**src/rtl/phase_lamp_driver_pkg.sv**
```systemverilog
// Shared constants for the phase lamp driver: phase codes, lamp/fault bit
// positions, FSM state encoding and the phase-to-lamp decode.
package phase_lamp_driver_pkg;

    localparam logic [2:0] PH_N_GREEN  = 3'd0;
    localparam logic [2:0] PH_N_YELLOW = 3'd1;
    localparam logic [2:0] PH_RED_1    = 3'd2;
    localparam logic [2:0] PH_E_LEFT   = 3'd3;
    localparam logic [2:0] PH_E_GREEN  = 3'd4;
    localparam logic [2:0] PH_E_YELLOW = 3'd5;
    localparam logic [2:0] PH_RED_2    = 3'd6;
    localparam logic [2:0] PH_N_LEFT   = 3'd7;

    localparam int LAMP_RED_BIT    = 0;
    localparam int LAMP_YELLOW_BIT = 1;
    localparam int LAMP_GREEN_BIT  = 2;
    localparam int LAMP_LEFT_BIT   = 3;

    localparam logic [3:0] L_RED  = 4'(1 << LAMP_RED_BIT);
    localparam logic [3:0] L_YEL  = 4'(1 << LAMP_YELLOW_BIT);
    localparam logic [3:0] L_GRN  = 4'(1 << LAMP_GREEN_BIT);
    localparam logic [3:0] L_LEFT = 4'(1 << LAMP_LEFT_BIT);

    localparam int FC_ILLEGAL_BIT = 0;
    localparam int FC_DWELL_BIT   = 1;

    typedef enum logic [1:0] {
        ST_INIT  = 2'd0,
        ST_RUN   = 2'd1,
        ST_FAULT = 2'd2
    } state_t;

    typedef struct packed {
        logic [3:0] n;
        logic [3:0] e;
    } lamp_pair_t;

    // A head that is not being given right of way always shows red.
    function automatic lamp_pair_t decode_phase(input logic [2:0] ph);
        lamp_pair_t lp;
        lp.n = L_RED;
        lp.e = L_RED;
        case (ph)
            PH_N_GREEN:  lp.n = L_GRN;
            PH_N_YELLOW: lp.n = L_YEL;
            PH_E_LEFT:   lp.e = L_LEFT | L_RED;
            PH_E_GREEN:  lp.e = L_GRN;
            PH_E_YELLOW: lp.e = L_YEL;
            PH_N_LEFT:   lp.n = L_LEFT | L_RED;
            default:     lp   = {L_RED, L_RED};
        endcase
        return lp;
    endfunction

endpackage

```
**src/rtl/phase_lamp_driver_if.sv**
```systemverilog
// Phase code in, lamp heads and fault status out, between the intersection
// controller (master) and the lamp driver (slave).
interface phase_lamp_driver_if;
    logic [2:0] phase_in;
    logic       clear_fault;
    logic [3:0] n_lamps;
    logic [3:0] e_lamps;
    logic       fault;
    logic [1:0] fault_code;

    modport master (
        output phase_in, clear_fault,
        input  n_lamps, e_lamps, fault, fault_code
    );

    modport slave (
        input  phase_in, clear_fault,
        output n_lamps, e_lamps, fault, fault_code
    );
endinterface

```
**src/rtl/phase_lamp_driver_lamp_blinker.sv**
```systemverilog
// Fault blink generator: restart forces the lamp lit, after which it toggles
// every BLINK_DIV cycles.
module lamp_blinker #(
    parameter int BLINK_DIV = 8
) (
    input  logic clk,
    input  logic resetn,
    input  logic restart,
    output logic blink
);

    localparam int CW = (BLINK_DIV > 1) ? $clog2(BLINK_DIV) : 1;

    logic [CW-1:0] cnt_q, cnt_d;
    logic          blink_q, blink_d;

    always_comb begin
        cnt_d   = cnt_q;
        blink_d = blink_q;
        if (restart) begin
            cnt_d   = '0;
            blink_d = 1'b1;
        end else if (cnt_q == CW'(BLINK_DIV - 1)) begin
            cnt_d   = '0;
            blink_d = ~blink_q;
        end else begin
            cnt_d = cnt_q + CW'(1);
        end
    end

    always_ff @(posedge clk) begin
        if (!resetn) begin
            cnt_q   <= '0;
            blink_q <= 1'b1;
        end else begin
            cnt_q   <= cnt_d;
            blink_q <= blink_d;
        end
    end

    assign blink = blink_q;

endmodule

```
**src/rtl/phase_lamp_driver.sv**
```systemverilog
// Lamp driver for a two-head intersection: decodes the controller's phase code,
// polices phase order and dwell, and falls back to blinking red on a fault.
//
// state | meaning
// INIT  | solid all-red for INIT_CYCLES, then adopt current phase unchecked
// RUN   | decode phase each edge, check +1 ordering and minimum dwell
// FAULT | both heads blink red, phase ignored, wait for clear_fault
module phase_lamp_driver
    import phase_lamp_driver_pkg::*;
#(
    parameter int MIN_DWELL   = 4,
    parameter int BLINK_DIV   = 8,
    parameter int INIT_CYCLES = 4
) (
    input logic                clk,
    input logic                resetn,
    phase_lamp_driver_if.slave bus
);

    localparam int DW_W   = $clog2(MIN_DWELL + 1);
    localparam int INIT_W = (INIT_CYCLES > 1) ? $clog2(INIT_CYCLES) : 1;

    state_t            state_q, state_d;
    logic [INIT_W-1:0] init_cnt_q, init_cnt_d;
    logic [2:0]        phase_q, phase_d;
    logic [DW_W-1:0]   dwell_q, dwell_d;
    lamp_pair_t        lamps_q, lamps_d;
    logic              fault_q, fault_d;
    logic [1:0]        code_q, code_d;
    logic              blink;
    logic [2:0]        phase_next;
    lamp_pair_t        dec;

    assign phase_next = phase_q + 3'd1;
    assign dec        = decode_phase(bus.phase_in);

    always_comb begin
        state_d    = state_q;
        init_cnt_d = init_cnt_q;
        phase_d    = phase_q;
        dwell_d    = dwell_q;
        lamps_d    = lamps_q;
        fault_d    = fault_q;
        code_d     = code_q;
        case (state_q)
            ST_INIT: begin
                lamps_d = {L_RED, L_RED};
                fault_d = 1'b0;
                if (init_cnt_q == INIT_W'(INIT_CYCLES - 1)) begin
                    state_d    = ST_RUN;
                    init_cnt_d = '0;
                    phase_d    = bus.phase_in;
                    dwell_d    = DW_W'(MIN_DWELL);
                    lamps_d    = dec;
                end else begin
                    init_cnt_d = init_cnt_q + INIT_W'(1);
                end
            end
            ST_RUN: begin
                if (bus.phase_in == phase_q) begin
                    lamps_d = dec;
                    if (dwell_q < DW_W'(MIN_DWELL)) begin
                        dwell_d = dwell_q + DW_W'(1);
                    end
                end else if (bus.phase_in == phase_next && dwell_q >= DW_W'(MIN_DWELL)) begin
                    phase_d = bus.phase_in;
                    dwell_d = DW_W'(1);
                    lamps_d = dec;
                end else begin
                    state_d = ST_FAULT;
                    fault_d = 1'b1;
                    lamps_d = {L_RED, L_RED};
                    if (bus.phase_in == phase_next) begin
                        code_d[FC_DWELL_BIT] = 1'b1;
                    end else begin
                        code_d[FC_ILLEGAL_BIT] = 1'b1;
                    end
                end
            end
            ST_FAULT: begin
                if (bus.clear_fault) begin
                    state_d    = ST_INIT;
                    init_cnt_d = '0;
                    fault_d    = 1'b0;
                    code_d     = 2'b00;
                    lamps_d    = {L_RED, L_RED};
                end
            end
            default: begin
                state_d    = ST_INIT;
                init_cnt_d = '0;
            end
        endcase
    end

    always_ff @(posedge clk) begin
        if (!resetn) begin
            state_q    <= ST_INIT;
            init_cnt_q <= '0;
            phase_q    <= 3'd0;
            dwell_q    <= '0;
            lamps_q    <= {L_RED, L_RED};
            fault_q    <= 1'b0;
            code_q     <= 2'b00;
        end else begin
            state_q    <= state_d;
            init_cnt_q <= init_cnt_d;
            phase_q    <= phase_d;
            dwell_q    <= dwell_d;
            lamps_q    <= lamps_d;
            fault_q    <= fault_d;
            code_q     <= code_d;
        end
    end

    // Blinker is held at "lit" outside FAULT so the first half-period starts
    // exactly on the fault-entry edge.
    lamp_blinker #(.BLINK_DIV(BLINK_DIV)) u_blinker (
        .clk     (clk),
        .resetn  (resetn),
        .restart (state_q != ST_FAULT),
        .blink   (blink)
    );

    assign bus.n_lamps    = fault_q ? {3'b000, blink} : lamps_q.n;
    assign bus.e_lamps    = fault_q ? {3'b000, blink} : lamps_q.e;
    assign bus.fault      = fault_q;
    assign bus.fault_code = code_q;

endmodule

```
**src/flat_wrapper.sv**
```systemverilog
// flat-port wrapper written by rule: the top's interface ports become plain ports
module phase_lamp_driver_flat import phase_lamp_driver_pkg::*;
#(
    parameter int MIN_DWELL   = 4,
    parameter int BLINK_DIV   = 8,
    parameter int INIT_CYCLES = 4
)
  (clk, resetn, bus_phase_in, bus_clear_fault, bus_n_lamps, bus_e_lamps, bus_fault, bus_fault_code);
  phase_lamp_driver_if bus_i ();
  input logic clk;
  input logic resetn;
  input wire logic [$bits(bus_i.phase_in)-1:0] bus_phase_in;
  input wire logic [$bits(bus_i.clear_fault)-1:0] bus_clear_fault;
  output wire logic [$bits(bus_i.n_lamps)-1:0] bus_n_lamps;
  output wire logic [$bits(bus_i.e_lamps)-1:0] bus_e_lamps;
  output wire logic [$bits(bus_i.fault)-1:0] bus_fault;
  output wire logic [$bits(bus_i.fault_code)-1:0] bus_fault_code;
  assign bus_i.phase_in = bus_phase_in;
  assign bus_i.clear_fault = bus_clear_fault;
  assign bus_n_lamps = bus_i.n_lamps;
  assign bus_e_lamps = bus_i.e_lamps;
  assign bus_fault = bus_i.fault;
  assign bus_fault_code = bus_i.fault_code;
  phase_lamp_driver #(.MIN_DWELL(MIN_DWELL), .BLINK_DIV(BLINK_DIV), .INIT_CYCLES(INIT_CYCLES)) u_core (.clk(clk), .resetn(resetn), .bus(bus_i));
endmodule
```
**config.mk**
```make
export PLATFORM = sky130hd
export DESIGN_NAME = phase_lamp_driver_flat
export DESIGN_NICKNAME = d
export VERILOG_FILES = /design/src/rtl/phase_lamp_driver_pkg.sv /design/src/rtl/phase_lamp_driver_if.sv /design/src/rtl/phase_lamp_driver_lamp_blinker.sv /design/src/rtl/phase_lamp_driver.sv /design/src/flat_wrapper.sv
export SDC_FILE = /design/constraint.sdc
export NUM_CORES = 1
export LEC_CHECK = 0
export ABC_AREA = 1
export CAP_MARGIN = 20
export CORE_AREA = 2 2 59 61
export CTS_CLUSTER_DIAMETER = 40
export DETAILED_ROUTE_END_ITERATION = 6
export DIE_AREA = 0 0 61 63
export HOLD_SLACK_MARGIN = 0.03
export PLACE_DENSITY = 0.72
export SYNTH_ARGS = -nofsm -noshare
export SYNTH_HDL_FRONTEND = slang
export SYNTH_HIERARCHICAL = 1
export SYNTH_SLANG_ARGS = --single-unit
```
**constraint.sdc**
```tcl
create_clock -name clk -period 1.6 [get_ports clk]
set_input_delay 0.32 -clock clk [delete_from_list [all_inputs] [get_ports clk]]
set_output_delay 0.32 -clock clk [all_outputs]
set_load 0.005 [all_outputs]
```
==> flow_results.xml, run 1 <==
<?xml version="1.0" encoding="UTF-8"?>
<metrics>
  <group name="critical_path">
    <metric name="worstReg2RegEnd" unit="">u_core/dwell_q[2]</metric>
    <metric name="timing.reg2reg.worst_path_depth" unit="">11</metric>
    <metric name="crit_type" unit="">register to register</metric>
    <metric name="critPathMaxFanout" unit="">4</metric>
    <metric name="timing.critical_path.from_type" unit="">register</metric>
    <metric name="worst-r2r-setup-slack" unit="ns">0.03</metric>
    <metric name="worst_setup_path_end_kind" unit="">register</metric>
    <metric name="cp_data_arrival_time" unit="ns">1.84</metric>
    <metric name="cp.required" unit="ns">1.87</metric>
    <metric name="worstReg2RegStart" unit="">u_core/state_q[1]</metric>
  </group>
  <group name="synth">
    <metric name="ys_warn_count" unit="">6</metric>
    <metric name="postSynthAreaPerCell" unit="µm²">6.89</metric>
    <metric name="synth.yosys.seq_area_share" unit="%">32.9</metric>
    <metric name="syn-num-nets" unit="">236</metric>
    <metric name="post_synth_main_area_contributors" unit="">sky130_fd_sc_hd__dfxtp_1 33%, sky130_fd_sc_hd__nand2_1 11%, sky130_fd_sc_hd__nor2_1 8.4%</metric>
    <metric name="syn-cell-area" unit="µm²">1520</metric>
    <metric name="synth_cell_types" unit="">28</metric>
    <metric name="synth_top_cell_by_area" unit="">sky130_fd_sc_hd__dfxtp_1</metric>
    <metric name="syn-instance-count" unit="">221</metric>
    <metric name="synth.ff_latch_count" unit="">25</metric>
    <metric name="synth_largest_type_area_fraction" unit="%">32.9</metric>
  </group>
  <group name="sta">
    <metric name="rsz0062_at_grt" unit="">true</metric>
    <metric name="finalSetupViolations" unit="">0</metric>
    <metric name="fin_skew" unit="ns">0.00335</metric>
    <metric name="min_period" unit="ns">1.57</metric>
    <metric name="drv_slew" unit="">0</metric>
    <metric name="report.final.hold_viol_count" unit="">0</metric>
    <metric name="timing.slew.headroom" unit="%">74.7</metric>
    <metric name="fmax" unit="MHz">637</metric>
    <metric name="min_period_over_period" unit="%">98.2</metric>
    <metric name="timing_worst_slew_pin_value" unit="ns">0.379</metric>
  </group>
  <group name="die">
    <metric name="rows" unit="">21</metric>
    <metric name="fp.dieArea" unit="µm²">3840</metric>
    <metric name="die-height" unit="µm">63</metric>
    <metric name="floorplan.core_area" unit="µm²">3230</metric>
    <metric name="boundaryPins" unit="">17</metric>
    <metric name="start_util" unit="%">47.1</metric>
    <metric name="die_w" unit="µm">61</metric>
  </group>
  <group name="final_layout">
    <metric name="antennaDiodeCount" unit="">0</metric>
    <metric name="flow.area_growth_from_synthesis" unit="%">31.7</metric>
    <metric name="layout.cells.non_filler" unit="">301</metric>
    <metric name="layout-drive-gt1-share" unit="%">25.5</metric>
    <metric name="area_of_the_multi_input_gates" unit="µm²">926</metric>
    <metric name="finalNetCount" unit="">271</metric>
    <metric name="final-seq-area" unit="µm²">512</metric>
    <metric name="fillCellCount" unit="">297</metric>
  </group>
  <group name="pwr">
    <metric name="internal_power" unit="W">0.00180</metric>
    <metric name="flop_pwr_share" unit="%">28.2</metric>
    <metric name="netSwitchingPower" unit="W">0.00152</metric>
    <metric name="swShare" unit="%">45.8</metric>
    <metric name="power.total" unit="W">0.00332</metric>
    <metric name="comb_power_share" unit="%">63.1</metric>
    <metric name="power_leakage" unit="nW">1.05</metric>
    <metric name="clockPowerShare" unit="%">8.7</metric>
    <metric name="power.ir.vdd_worst" unit="mV">0.672</metric>
    <metric name="power-per-cell-area" unit="nW/µm²">1650</metric>
  </group>
  <group name="route">
    <metric name="route.detailed.drc" unit="">0</metric>
    <metric name="drt-total-wl" unit="mm">3.11</metric>
    <metric name="avgViaCountPerCell" unit="">4.66</metric>
    <metric name="first_iter_violations" unit="">49</metric>
    <metric name="route.antenna.remaining_nets" unit="">0</metric>
    <metric name="routed-via-count" unit="">1402</metric>
    <metric name="first_pass_drt_iterations" unit="">4</metric>
    <metric name="routedWlPerCell" unit="µm">10.3</metric>
  </group>
  <group name="status">
    <metric name="run_status" unit="">complete, no violations</metric>
  </group>
  <group name="clock_tree">
    <metric name="clock_latency" unit="ns">0.32</metric>
    <metric name="tritoncts_num_sinks" unit="">25</metric>
    <metric name="post_cts_hold_buffer_count" unit="">0</metric>
    <metric name="cts-buffers-inserted" unit="">3</metric>
    <metric name="cts_root_buf" unit="">sky130_fd_sc_hd__clkbuf_4</metric>
    <metric name="clk_transition_reported_paths" unit="ns">0.14</metric>
    <metric name="ctsHtreeMaxLevel" unit="">1</metric>
    <metric name="cts_buffer_depth" unit="">2</metric>
    <metric name="tritoncts_clock_tree" unit="">built</metric>
  </group>
  <group name="min_path">
    <metric name="worstHoldPathCells" unit="">3</metric>
    <metric name="worstHoldStart" unit="">bus_phase_in[1]</metric>
    <metric name="whs_endpoint" unit="">u_core/phase_q[1]</metric>
    <metric name="min-delay-path-class" unit="">input port to register</metric>
  </group>
  <group name="placement">
    <metric name="gp_congestion" unit="">0.842</metric>
    <metric name="place_inst" unit="">296</metric>
    <metric name="hpwlAfterDp" unit="mm">2.37</metric>
    <metric name="placement.io_buffers" unit="">16</metric>
  </group>
  <group name="global_route">
    <metric name="antenna_found_initial" unit="">0</metric>
    <metric name="largest_net_degree_at_the_start_of_global_routing" unit="">16</metric>
    <metric name="grt_pass1_wl" unit="mm">5.06</metric>
    <metric name="grt_usage" unit="%">17.2</metric>
    <metric name="grt_overflow_total" unit="">0</metric>
    <metric name="grt_pass1_vias" unit="">1244</metric>
  </group>
  <group name="flow_run">
    <metric name="max_cap_violations" unit="">0</metric>
  </group>
</metrics>
[cells by family after synthesis]
kind of cell | Yosys count | share of synthesized area [%]
adders and majority gates | 9 | 7.40
xor gates and xnor gates | 2 | 1.15
and+or+nand+nor | 114 | 37.2
buffers and inverters | 43 | 10.8
DFF | 25 | 32.9
AOI/OAI and AO/OA | 28 | 10.6
[cells in the final DEF (no fill, tap or decap), drive strengths merged, types with 9 or more instances in the layout]
| master | n |
|---|---|
| dfxtp | 25 |
| nor2 | 36 |
| nand3 | 24 |
| ha | 9 |
| buf | 18 |
| a21oi | 16 |
| nand2 | 49 |
| dlymetal6s2s | 10 |
| o21ai | 9 |
| inv | 37 |
[synthesized netlist by cell type]
master / number
sky130_fd_sc_hd__a21oi_4: 1
sky130_fd_sc_hd__xor2_1: 1
sky130_fd_sc_hd__o22ai_1: 1
sky130_fd_sc_hd__nand2_1: 44
sky130_fd_sc_hd__clkbuf_1: 3
sky130_fd_sc_hd__o21ai_1: 1
sky130_fd_sc_hd__buf_2: 1
sky130_fd_sc_hd__o21ai_2: 1
sky130_fd_sc_hd__o21ai_0: 7
sky130_fd_sc_hd__dfxtp_1: 25
sky130_fd_sc_hd__nand4_1: 3
sky130_fd_sc_hd__nand3_1: 19
sky130_fd_sc_hd__clkinv_2: 1
sky130_fd_sc_hd__nand4_4: 2
sky130_fd_sc_hd__nor2_8: 1
sky130_fd_sc_hd__o21a_1: 1
sky130_fd_sc_hd__clkinv_1: 1
sky130_fd_sc_hd__inv_1: 29
sky130_fd_sc_hd__ha_1: 9
sky130_fd_sc_hd__o211ai_1: 1
sky130_fd_sc_hd__nor2_1: 34
sky130_fd_sc_hd__nand2_4: 1
sky130_fd_sc_hd__nand3_2: 5
sky130_fd_sc_hd__nand2_2: 4
sky130_fd_sc_hd__nor2_4: 1
sky130_fd_sc_hd__a21oi_1: 15
sky130_fd_sc_hd__inv_2: 8
sky130_fd_sc_hd__xnor2_1: 1
[metal layers]
metal	global-route usage, %	share of wire, %
met3	2.48	1.7
met1	21.7	48
met4	8.15	1.7
met5	0	0
met2	27.8	48
[cell type report]
class | count | share of cell area (%)
clock inverters | 1 | 0.374
inverters | 39 | 7.36
well taps | 46 | 2.87
flip-flops and latches | 25 | 25.5
clock buffers | 3 | 1.12
repair buffers | 34 | 16.6
multi-input cells | 153 | 46.2
[power groups by stage]
stage               clock network [W]  registers, W  logic (W)
floorplan                           0      0.000898    0.00137
detailed placement                  0      0.000917    0.00190
finish                       0.000290      0.000934    0.00209
global placement                    0      0.000914    0.00187
CTS                          0.000307      0.000904    0.00191
global route                 0.000320      0.000956    0.00235
[what timing repair did]
action                                  CTS  global route
endpoints found under the setup margin    9            26
pin swaps                                 0             7
gates resized for setup                   2            33
buffers inserted                          0             1
[worst max path at each step]
| stage | startpoint | end | slack (ns) | depth (start not counted) |
|---|---|---|---|---|
| after floorplan | u_core/state_q[0] | u_core/lamps_q[5] | 0.09 | 9 |
| after global placement | bus_phase_in[1] | u_core/lamps_q[4] | -0.28 | 12 |
| after detailed placement | bus_phase_in[1] | u_core/lamps_q[4] | -0.31 | 12 |
| after CTS | u_core/bus.fault | bus_n_lamps[1] | -0.19 | 3 |
| after global routing | u_core/phase_q[0] | u_core/lamps_q[0] | -0.04 | 12 |
| final | u_core/state_q[1] | u_core/dwell_q[2] | 0.03 | 11 |
[registers in the layout, summed over array words and instances (netlist names)]
name and count:
u_core/u_blinker/cnt_q 3, u_core/bus.fault_code 2, u_core/phase_q 3, u_core/bus.fault 1
u_core/lamps_q 8, u_core/u_blinker/blink 1, u_core/dwell_q 3, u_core/init_cnt_q 2
u_core/state_q 2
[critical path: stages, from the launching register on]
cell and delay (ns):
sky130_fd_sc_hd__dfxtp_2 0.36, sky130_fd_sc_hd__inv_1 0.09, sky130_fd_sc_hd__ha_2 0.19, sky130_fd_sc_hd__inv_1 0.06
sky130_fd_sc_hd__buf_4 0.14, sky130_fd_sc_hd__a21oi_4 0.20, sky130_fd_sc_hd__inv_2 0.06, sky130_fd_sc_hd__o21ai_4 0.16
sky130_fd_sc_hd__nand2_2 0.08, sky130_fd_sc_hd__inv_2 0.06, sky130_fd_sc_hd__nor2_1 0.04, sky130_fd_sc_hd__nor2_1 0.09
[metrics by stage]
step                      worst slack, ns  hold slack, ns  instance area, µm²  utilization (%)  TNS, ns
after floorplan                    0.0861           0.397                1520                -        0
after global placement             -0.282           0.412                1850             57.3    -3.72
after detailed placement           -0.310           0.410                1850             57.3    -4.31
after CTS                          -0.189           0.430                1880             58.3    -1.31
after global routing              -0.0421           0.417                2010             62.1   -0.215
final                              0.0290           0.414                2010             62.1        0
Power figures use the tool's default switching activity.
==> run 2, diff against run 1 <==
==> constraint.sdc (replaced) <==
create_clock -name clk -period 1.3 [get_ports clk]
set_input_delay 0.26 -clock clk [delete_from_list [all_inputs] [get_ports clk]]
set_output_delay 0.26 -clock clk [all_outputs]
set_load 0.005 [all_outputs]
==> run 2 against run 1 <==
Net effect: the run now ends with setup timing left; clock power rose by 27%; wire length rose by 19%; worst setup slack got worse by 0.27 ns; critical path type unchanged; largest cell class unchanged.
==> flow_results.xml, run 2 (synthesis results as in run 1) <==
<?xml version="1.0" encoding="UTF-8"?>
<metrics>
  <group name="die">
    <metric name="die-height" unit="µm">63</metric>
    <metric name="die_w" unit="µm">61</metric>
    <metric name="boundaryPins" unit="">17</metric>
    <metric name="floorplan.core_area" unit="µm²">3230</metric>
    <metric name="start_util" unit="%">47.1</metric>
    <metric name="fp.dieArea" unit="µm²">3840</metric>
    <metric name="rows" unit="">21</metric>
  </group>
  <group name="global_route">
    <metric name="antenna_found_initial" unit="">0</metric>
    <metric name="grt_pass1_vias" unit="">1449</metric>
    <metric name="grt_pass1_wl" unit="mm">6.02</metric>
    <metric name="grt_usage" unit="%">20.5</metric>
    <metric name="grt_overflow_total" unit="">0</metric>
    <metric name="largest_net_degree_at_the_start_of_global_routing" unit="">16</metric>
  </group>
  <group name="placement">
    <metric name="dp_worst_setup_slack" unit="ns">-0.558</metric>
    <metric name="gp_congestion" unit="">0.807</metric>
    <metric name="placement.io_buffers" unit="">16</metric>
    <metric name="hpwlAfterDp" unit="mm">2.52</metric>
    <metric name="dpl-instance-area" unit="µm²">1980</metric>
  </group>
  <group name="sta">
    <metric name="min_period" unit="ns">1.54</metric>
    <metric name="rsz0062_at_grt" unit="">true</metric>
    <metric name="timing.slew.headroom" unit="%">74.8</metric>
    <metric name="fin_tns_setup" unit="ns">-3.52</metric>
    <metric name="finalSetupViolations" unit="">21</metric>
    <metric name="timing_worst_slew_pin_value" unit="ns">0.378</metric>
    <metric name="min_period_over_period" unit="%">119</metric>
    <metric name="final_setup_margin" unit="ns">-0.241</metric>
    <metric name="drv_slew" unit="">0</metric>
    <metric name="fin_skew" unit="ns">0.00395</metric>
    <metric name="fmax" unit="MHz">649</metric>
    <metric name="report.final.hold_viol_count" unit="">0</metric>
  </group>
  <group name="pwr">
    <metric name="power.ir.vdd_worst" unit="mV">1.09</metric>
    <metric name="power.total" unit="W">0.00465</metric>
    <metric name="power_leakage" unit="nW">1.01</metric>
    <metric name="power-per-cell-area" unit="nW/µm²">2080</metric>
  </group>
  <group name="route">
    <metric name="route.detailed.drc" unit="">0</metric>
    <metric name="route.antenna.remaining_nets" unit="">0</metric>
    <metric name="first_iter_violations" unit="">67</metric>
    <metric name="routed-via-count" unit="">1544</metric>
    <metric name="first_pass_drt_iterations" unit="">4</metric>
    <metric name="drt-total-wl" unit="mm">3.69</metric>
    <metric name="avgViaCountPerCell" unit="">4.90</metric>
    <metric name="routedWlPerCell" unit="µm">11.7</metric>
  </group>
  <group name="clock_tree">
    <metric name="clock_latency" unit="ns">0.32</metric>
    <metric name="cts-buffers-inserted" unit="">3</metric>
    <metric name="post_cts_hold_buffer_count" unit="">0</metric>
    <metric name="cts_root_buf" unit="">sky130_fd_sc_hd__clkbuf_4</metric>
    <metric name="tritoncts_num_sinks" unit="">25</metric>
    <metric name="cts_buffer_depth" unit="">2</metric>
    <metric name="tritoncts_clock_tree" unit="">built</metric>
    <metric name="clk_transition_reported_paths" unit="ns">0.15</metric>
    <metric name="ctsHtreeMaxLevel" unit="">1</metric>
  </group>
  <group name="final_layout">
    <metric name="finalNetCount" unit="">285</metric>
    <metric name="most_frequent_standard_cell_in_the_layout_excluding_fill_and_tap_cells" unit="">sky130_fd_sc_hd__nand2_1</metric>
    <metric name="fillCellCount" unit="">263</metric>
    <metric name="layout-drive-gt1-share" unit="%">44.2</metric>
    <metric name="layout_common_cells" unit="">40 x sky130_fd_sc_hd__nand2_1, 28 x sky130_fd_sc_hd__buf_4, 25 x sky130_fd_sc_hd__inv_1</metric>
    <metric name="largest_register_ff_count" unit="">8</metric>
    <metric name="final_design_area_no_fill" unit="µm²">2230</metric>
    <metric name="flow.area_growth_from_synthesis" unit="%">46.7</metric>
    <metric name="regMostFlops" unit="">u_core/lamps_q</metric>
    <metric name="antennaDiodeCount" unit="">0</metric>
  </group>
  <group name="critical_path">
    <metric name="critPathMaxFanout" unit="">4</metric>
    <metric name="worstReg2RegStart" unit="">u_core/phase_q[1]</metric>
    <metric name="crit_type" unit="">register to register</metric>
    <metric name="timing.critical_path.from_type" unit="">register</metric>
    <metric name="cp_data_arrival_time" unit="ns">1.77</metric>
    <metric name="cp.required" unit="ns">1.53</metric>
    <metric name="worst_setup_path_end_kind" unit="">register</metric>
    <metric name="worst-r2r-setup-slack" unit="ns">-0.24</metric>
    <metric name="worstReg2RegEnd" unit="">u_core/phase_q[0]</metric>
    <metric name="timing.reg2reg.worst_path_depth" unit="">10</metric>
  </group>
  <group name="min_path">
    <metric name="min-delay-path-class" unit="">register to register</metric>
    <metric name="whs_endpoint" unit="">u_core/u_blinker/cnt_q[0]</metric>
    <metric name="worstHoldStart" unit="">u_core/u_blinker/cnt_q[0]</metric>
    <metric name="worstHoldPathCells" unit="">1</metric>
  </group>
  <group name="status">
    <metric name="run_status" unit="">finished, violations left</metric>
    <metric name="failing_checks" unit="">setup timing</metric>
  </group>
  <group name="flow_run">
    <metric name="max_cap_violations" unit="">0</metric>
  </group>
</metrics>
## run 2: what timing repair did
action,in CTS,in global routing
resized for setup,67,32
setup endpoints to repair,32,30
pin swaps,14,12
setup buffers,8,1
## run 2: routing by layer
metal | routed length [µm] | GRT usage, % | share of wire (%) | up-vias
met5 | 0 | 0 | 0 | -
met4 | 144 | 12.0 | 3.9 | 0
met3 | 167 | 3.93 | 4.5 | 14
met2 | 1870 | 33.2 | 51 | 51
met1 | 1500 | 24.4 | 41 | 687
li1 | - | - | - | 792
## run 2: worst max-delay path, stage by stage (launching register included)
cell and delay [ns]:
sky130_fd_sc_hd__dfxtp_4 0.38, sky130_fd_sc_hd__ha_4 0.26, sky130_fd_sc_hd__inv_2 0.03, sky130_fd_sc_hd__nand2_2 0.06, sky130_fd_sc_hd__nand2_4 0.06, sky130_fd_sc_hd__nor2_8 0.14
sky130_fd_sc_hd__nand3_4 0.11, sky130_fd_sc_hd__nand2_2 0.11, sky130_fd_sc_hd__nand3_4 0.08, sky130_fd_sc_hd__o21ai_1 0.15, sky130_fd_sc_hd__nor2_1 0.06
## run 2: stage by stage
step | cells | hold slack (ns) | util (%)
after floorplan | 221 | 0.396 | -
after global placement | 303 | 0.408 | 61.4
after detailed placement | 303 | 0.413 | 61.4
after CTS | 315 | 0.434 | 65.5
after global routing | 315 | 0.463 | 69.1
final | 315 | 0.429 | 69.1
## run 2: final cells by class
type	count	area, µm²	share of cell area (%)
Clock buffer	3	22.5	1.01
Clock inverter	1	7.51	0.336
Inverter	39	160	7.17
Multi-Input combinational cell	153	1090	49.0
Sequential cell	25	520	23.3
Tap cell	46	57.6	2.58
Timing Repair Buffer	48	370	16.6
## run 2: worst max path at each step
stage	startpoint	endpoint	slack, ns	cells after the start
6_report	u_core/phase_q[1]	u_core/phase_q[0]	-0.24	10
5_1_grt	u_core/phase_q[1]	u_core/phase_q[0]	-0.31	10
4_1_cts	u_core/phase_q[1]	u_core/lamps_q[4]	-0.20	12
3_5_place_dp	bus_phase_in[1]	u_core/lamps_q[4]	-0.56	12
3_3_place_gp	bus_phase_in[1]	u_core/lamps_q[0]	-0.51	12
2_1_floorplan	u_core/phase_q[0]	u_core/lamps_q[4]	-0.14	12
## run 2: report_power, final
part	total (W)	internal, W	switching [W]	leakage [nW]
Clock	0.000368	0.000118	0.000251	0.0139
Combinational	0.00311	0.00134	0.00177	0.787
Sequential	0.00117	0.00100	0.000174	0.207
==> edit, RTL diff (config.mk and constraints of run 1) <==
Re-encode `state_t` (3 states) as one-hot, 3 bits wide.
--- a/src/rtl/phase_lamp_driver_pkg.sv
+++ b/src/rtl/phase_lamp_driver_pkg.sv
@@ -24,10 +24,10 @@
     localparam int FC_ILLEGAL_BIT = 0;
     localparam int FC_DWELL_BIT   = 1;
 
-    typedef enum logic [1:0] {
-        ST_INIT  = 2'd0,
-        ST_RUN   = 2'd1,
-        ST_FAULT = 2'd2
+    typedef enum logic [2:0] {
+        ST_INIT  = 3'b001,
+        ST_RUN   = 3'b010,
+        ST_FAULT = 3'b100
     } state_t;
 
     typedef struct packed {
Check against the original RTL: same outputs for any inputs over 10 cycles, from zero or initial values and one cycle with resetn low; not proved beyond that.
==> edit against run 1 <==
  * Final cell count grew 5.0%
  * Sequential cell count grew 1
  * Setup slack got worse by 18 ps
  * Routed wire length grew 11%
  * Synthesized area up 1.8%
  * Power shrank 2.7%
  * Critical endpoint is now u_core/bus.fault_code[1]$_SDFFE_PN0P_
  * Clock skew shrank 1.3 ps
  * Cell area up 4.9%
==> edit: results <==
[cts]
numCtsBuffers = 3
clockBufferDepth = 2
clk_pin_slew_ps = 140
root_buffer = clkbuf_4
insertion_delay_ps = 320

[routing]
dr.pass1.iters = 5
routed_via_density = 4.84
route.detailed.wl_per_inst_um = 10.9
drt.antenna.violating_nets = 0
drtIter0Drc = 39

[sta]
slew_headroom_pct = 72.4
final_hold_viol_count = 0
post-route-min-period_ps = 1590
clock_skew_ps = 2.10

[yosys]
yosysSeqAreaShare_pct = 33.6
syn_inst = 226
ys_top_cells_by_area = dfxtp_1 (34%), nand2_1 (14%), inv_1 (8.2%)
syn-num-nets = 237
synth_top_cells_by_count = nand2_1 (57), inv_1 (34), nor2_1 (27), dfxtp_1 (26), a21oi_1 (14)
synth.distinct_cells = 33

[power]
ir_worst_vdd_v = 0.000638
p_sw_w = 0.00139
leakagePower_nw = 1.04

[placed_design]
dpl.hpwl_mm = 2.51
dpl.cell_count = 306
gp_congestion = 0.823
place_ws_ps = -339

[min_path]
whs_path_depth = 1
hp-class = reg -> reg
hold_end = u_core/u_blinker/cnt_q[0]$_SDFF_PP0_
hold_start = u_core/u_blinker/cnt_q[0]$_SDFF_PP0_

[critical_path]
r2r_slack_ps = 10
cp.arrival_ps = 1820
r2r_end = u_core/bus.fault_code[1]$_SDFFE_PN0P_
rr_worst_depth = 10
critPathMaxFanout = 8
cp_top_family = simple AND/OR/NAND/NOR gates
cp-startpoint = u_core/phase_q[1]$_SDFFE_PN0P_

[finish]
drive_above_1_share_pct = 34.8
layout.nets = 282
finalNonFillerCells = 316

[grt]
grt_pass1_vias = 1443
grtUsageTotal_pct = 19.7
grt_pass1_wl_mm = 5.92

[run_status]
status = complete, no violations
## edit: cell types whose count changed after synthesis, sizes merged, moves of 2 or more
cell / change
inv: +5
nor3: +2
nor2: -7
nand3: -8
or2: +2
nand2: +14
ha: -4
## edit: worst max path at each step
stage,cells past startpoint,to
finish,10,u_core/bus.fault_code[1]$_SDFFE_PN0P_
global route,11,u_core/lamps_q[7]$_SDFFE_PN0P_
CTS,4,bus_n_lamps[1]
detailed placement,12,u_core/lamps_q[0]$_SDFFE_PN1P_
global placement,12,u_core/lamps_q[0]$_SDFFE_PN1P_
floorplan,10,u_core/bus.fault_code[0]$_SDFFE_PN0P_
## edit: area by class of cell
| class | instances | area, um^2 |
|---|---|---|
| fill | 292 | 1130 |
| multi-input combinational | 154 | 966 |
| sequential | 26 | 527 |
| timing repair buffer | 43 | 335 |
| inverter | 43 | 166 |
| tap | 46 | 57.6 |
| clock inverter | 1 | 30.0 |
| clock buffer | 3 | 22.5 |
## edit: metal layers
| metal | share of wire [%] | up-vias | global-route usage [%] | wire [um] |
|---|---|---|---|---|
| li1 | - | 799 | - | - |
| met1 | 46 | 706 | 25.0 | 1600 |
| met2 | 50 | 18 | 33.7 | 1730 |
| met3 | 1.7 | 7 | 2.48 | 59 |
| met4 | 1.5 | 0 | 5.98 | 51 |
| met5 | 0 | - | 0 | 0 |
## edit: what timing repair did
| action | CTS | global route |
|---|---|---|
| setup buffers | 3 | 3 |
| endpoints found under the hold margin | 0 | 0 |
| endpoints found under the setup margin | 11 | 23 |
| resized for setup | 27 | 34 |
| pin swaps | 4 | 21 |
## edit: per-stage QoR
step                      hold WS (ps)  total power (W)  utilization (%)  instance area (um^2)
final                              433          0.00323             65.1                  2100
after global routing               467          0.00352             65.1                  2100
after CTS                          439          0.00302             61.7                  1990
after detailed placement           419          0.00252             59.0                  1910
after global placement             418          0.00250             59.0                  1910
after floorplan                    397          0.00203                -                  1550
## edit: power groups by stage
stage | Clock, W | Combinational [W] | Sequential (W)
4_1_cts | 0.000467 | 0.00164 | 0.000909
3_3_place_gp | 0 | 0.00158 | 0.000919
5_1_grt | 0.000496 | 0.00208 | 0.000936
2_1_floorplan | 0 | 0.00114 | 0.000892
6_report | 0.000451 | 0.00186 | 0.000915
3_5_place_dp | 0 | 0.00160 | 0.000920
## edit: kinds of logic (layout without fill, tap and decap cells)
logic type               after synthesis  after routing  share of synthesized area (%)
flip-flops                            26             26                           33.6
AO/OA/AOI/OAI                         28             28                           11.3
AND/OR/NAND/NOR                      120            120                           38.6
XOR/XNOR                               1              1                          0.565
buffers and inverters                 46             90                           11.9
adder cells (fa/ha/maj)                5              5                           4.04
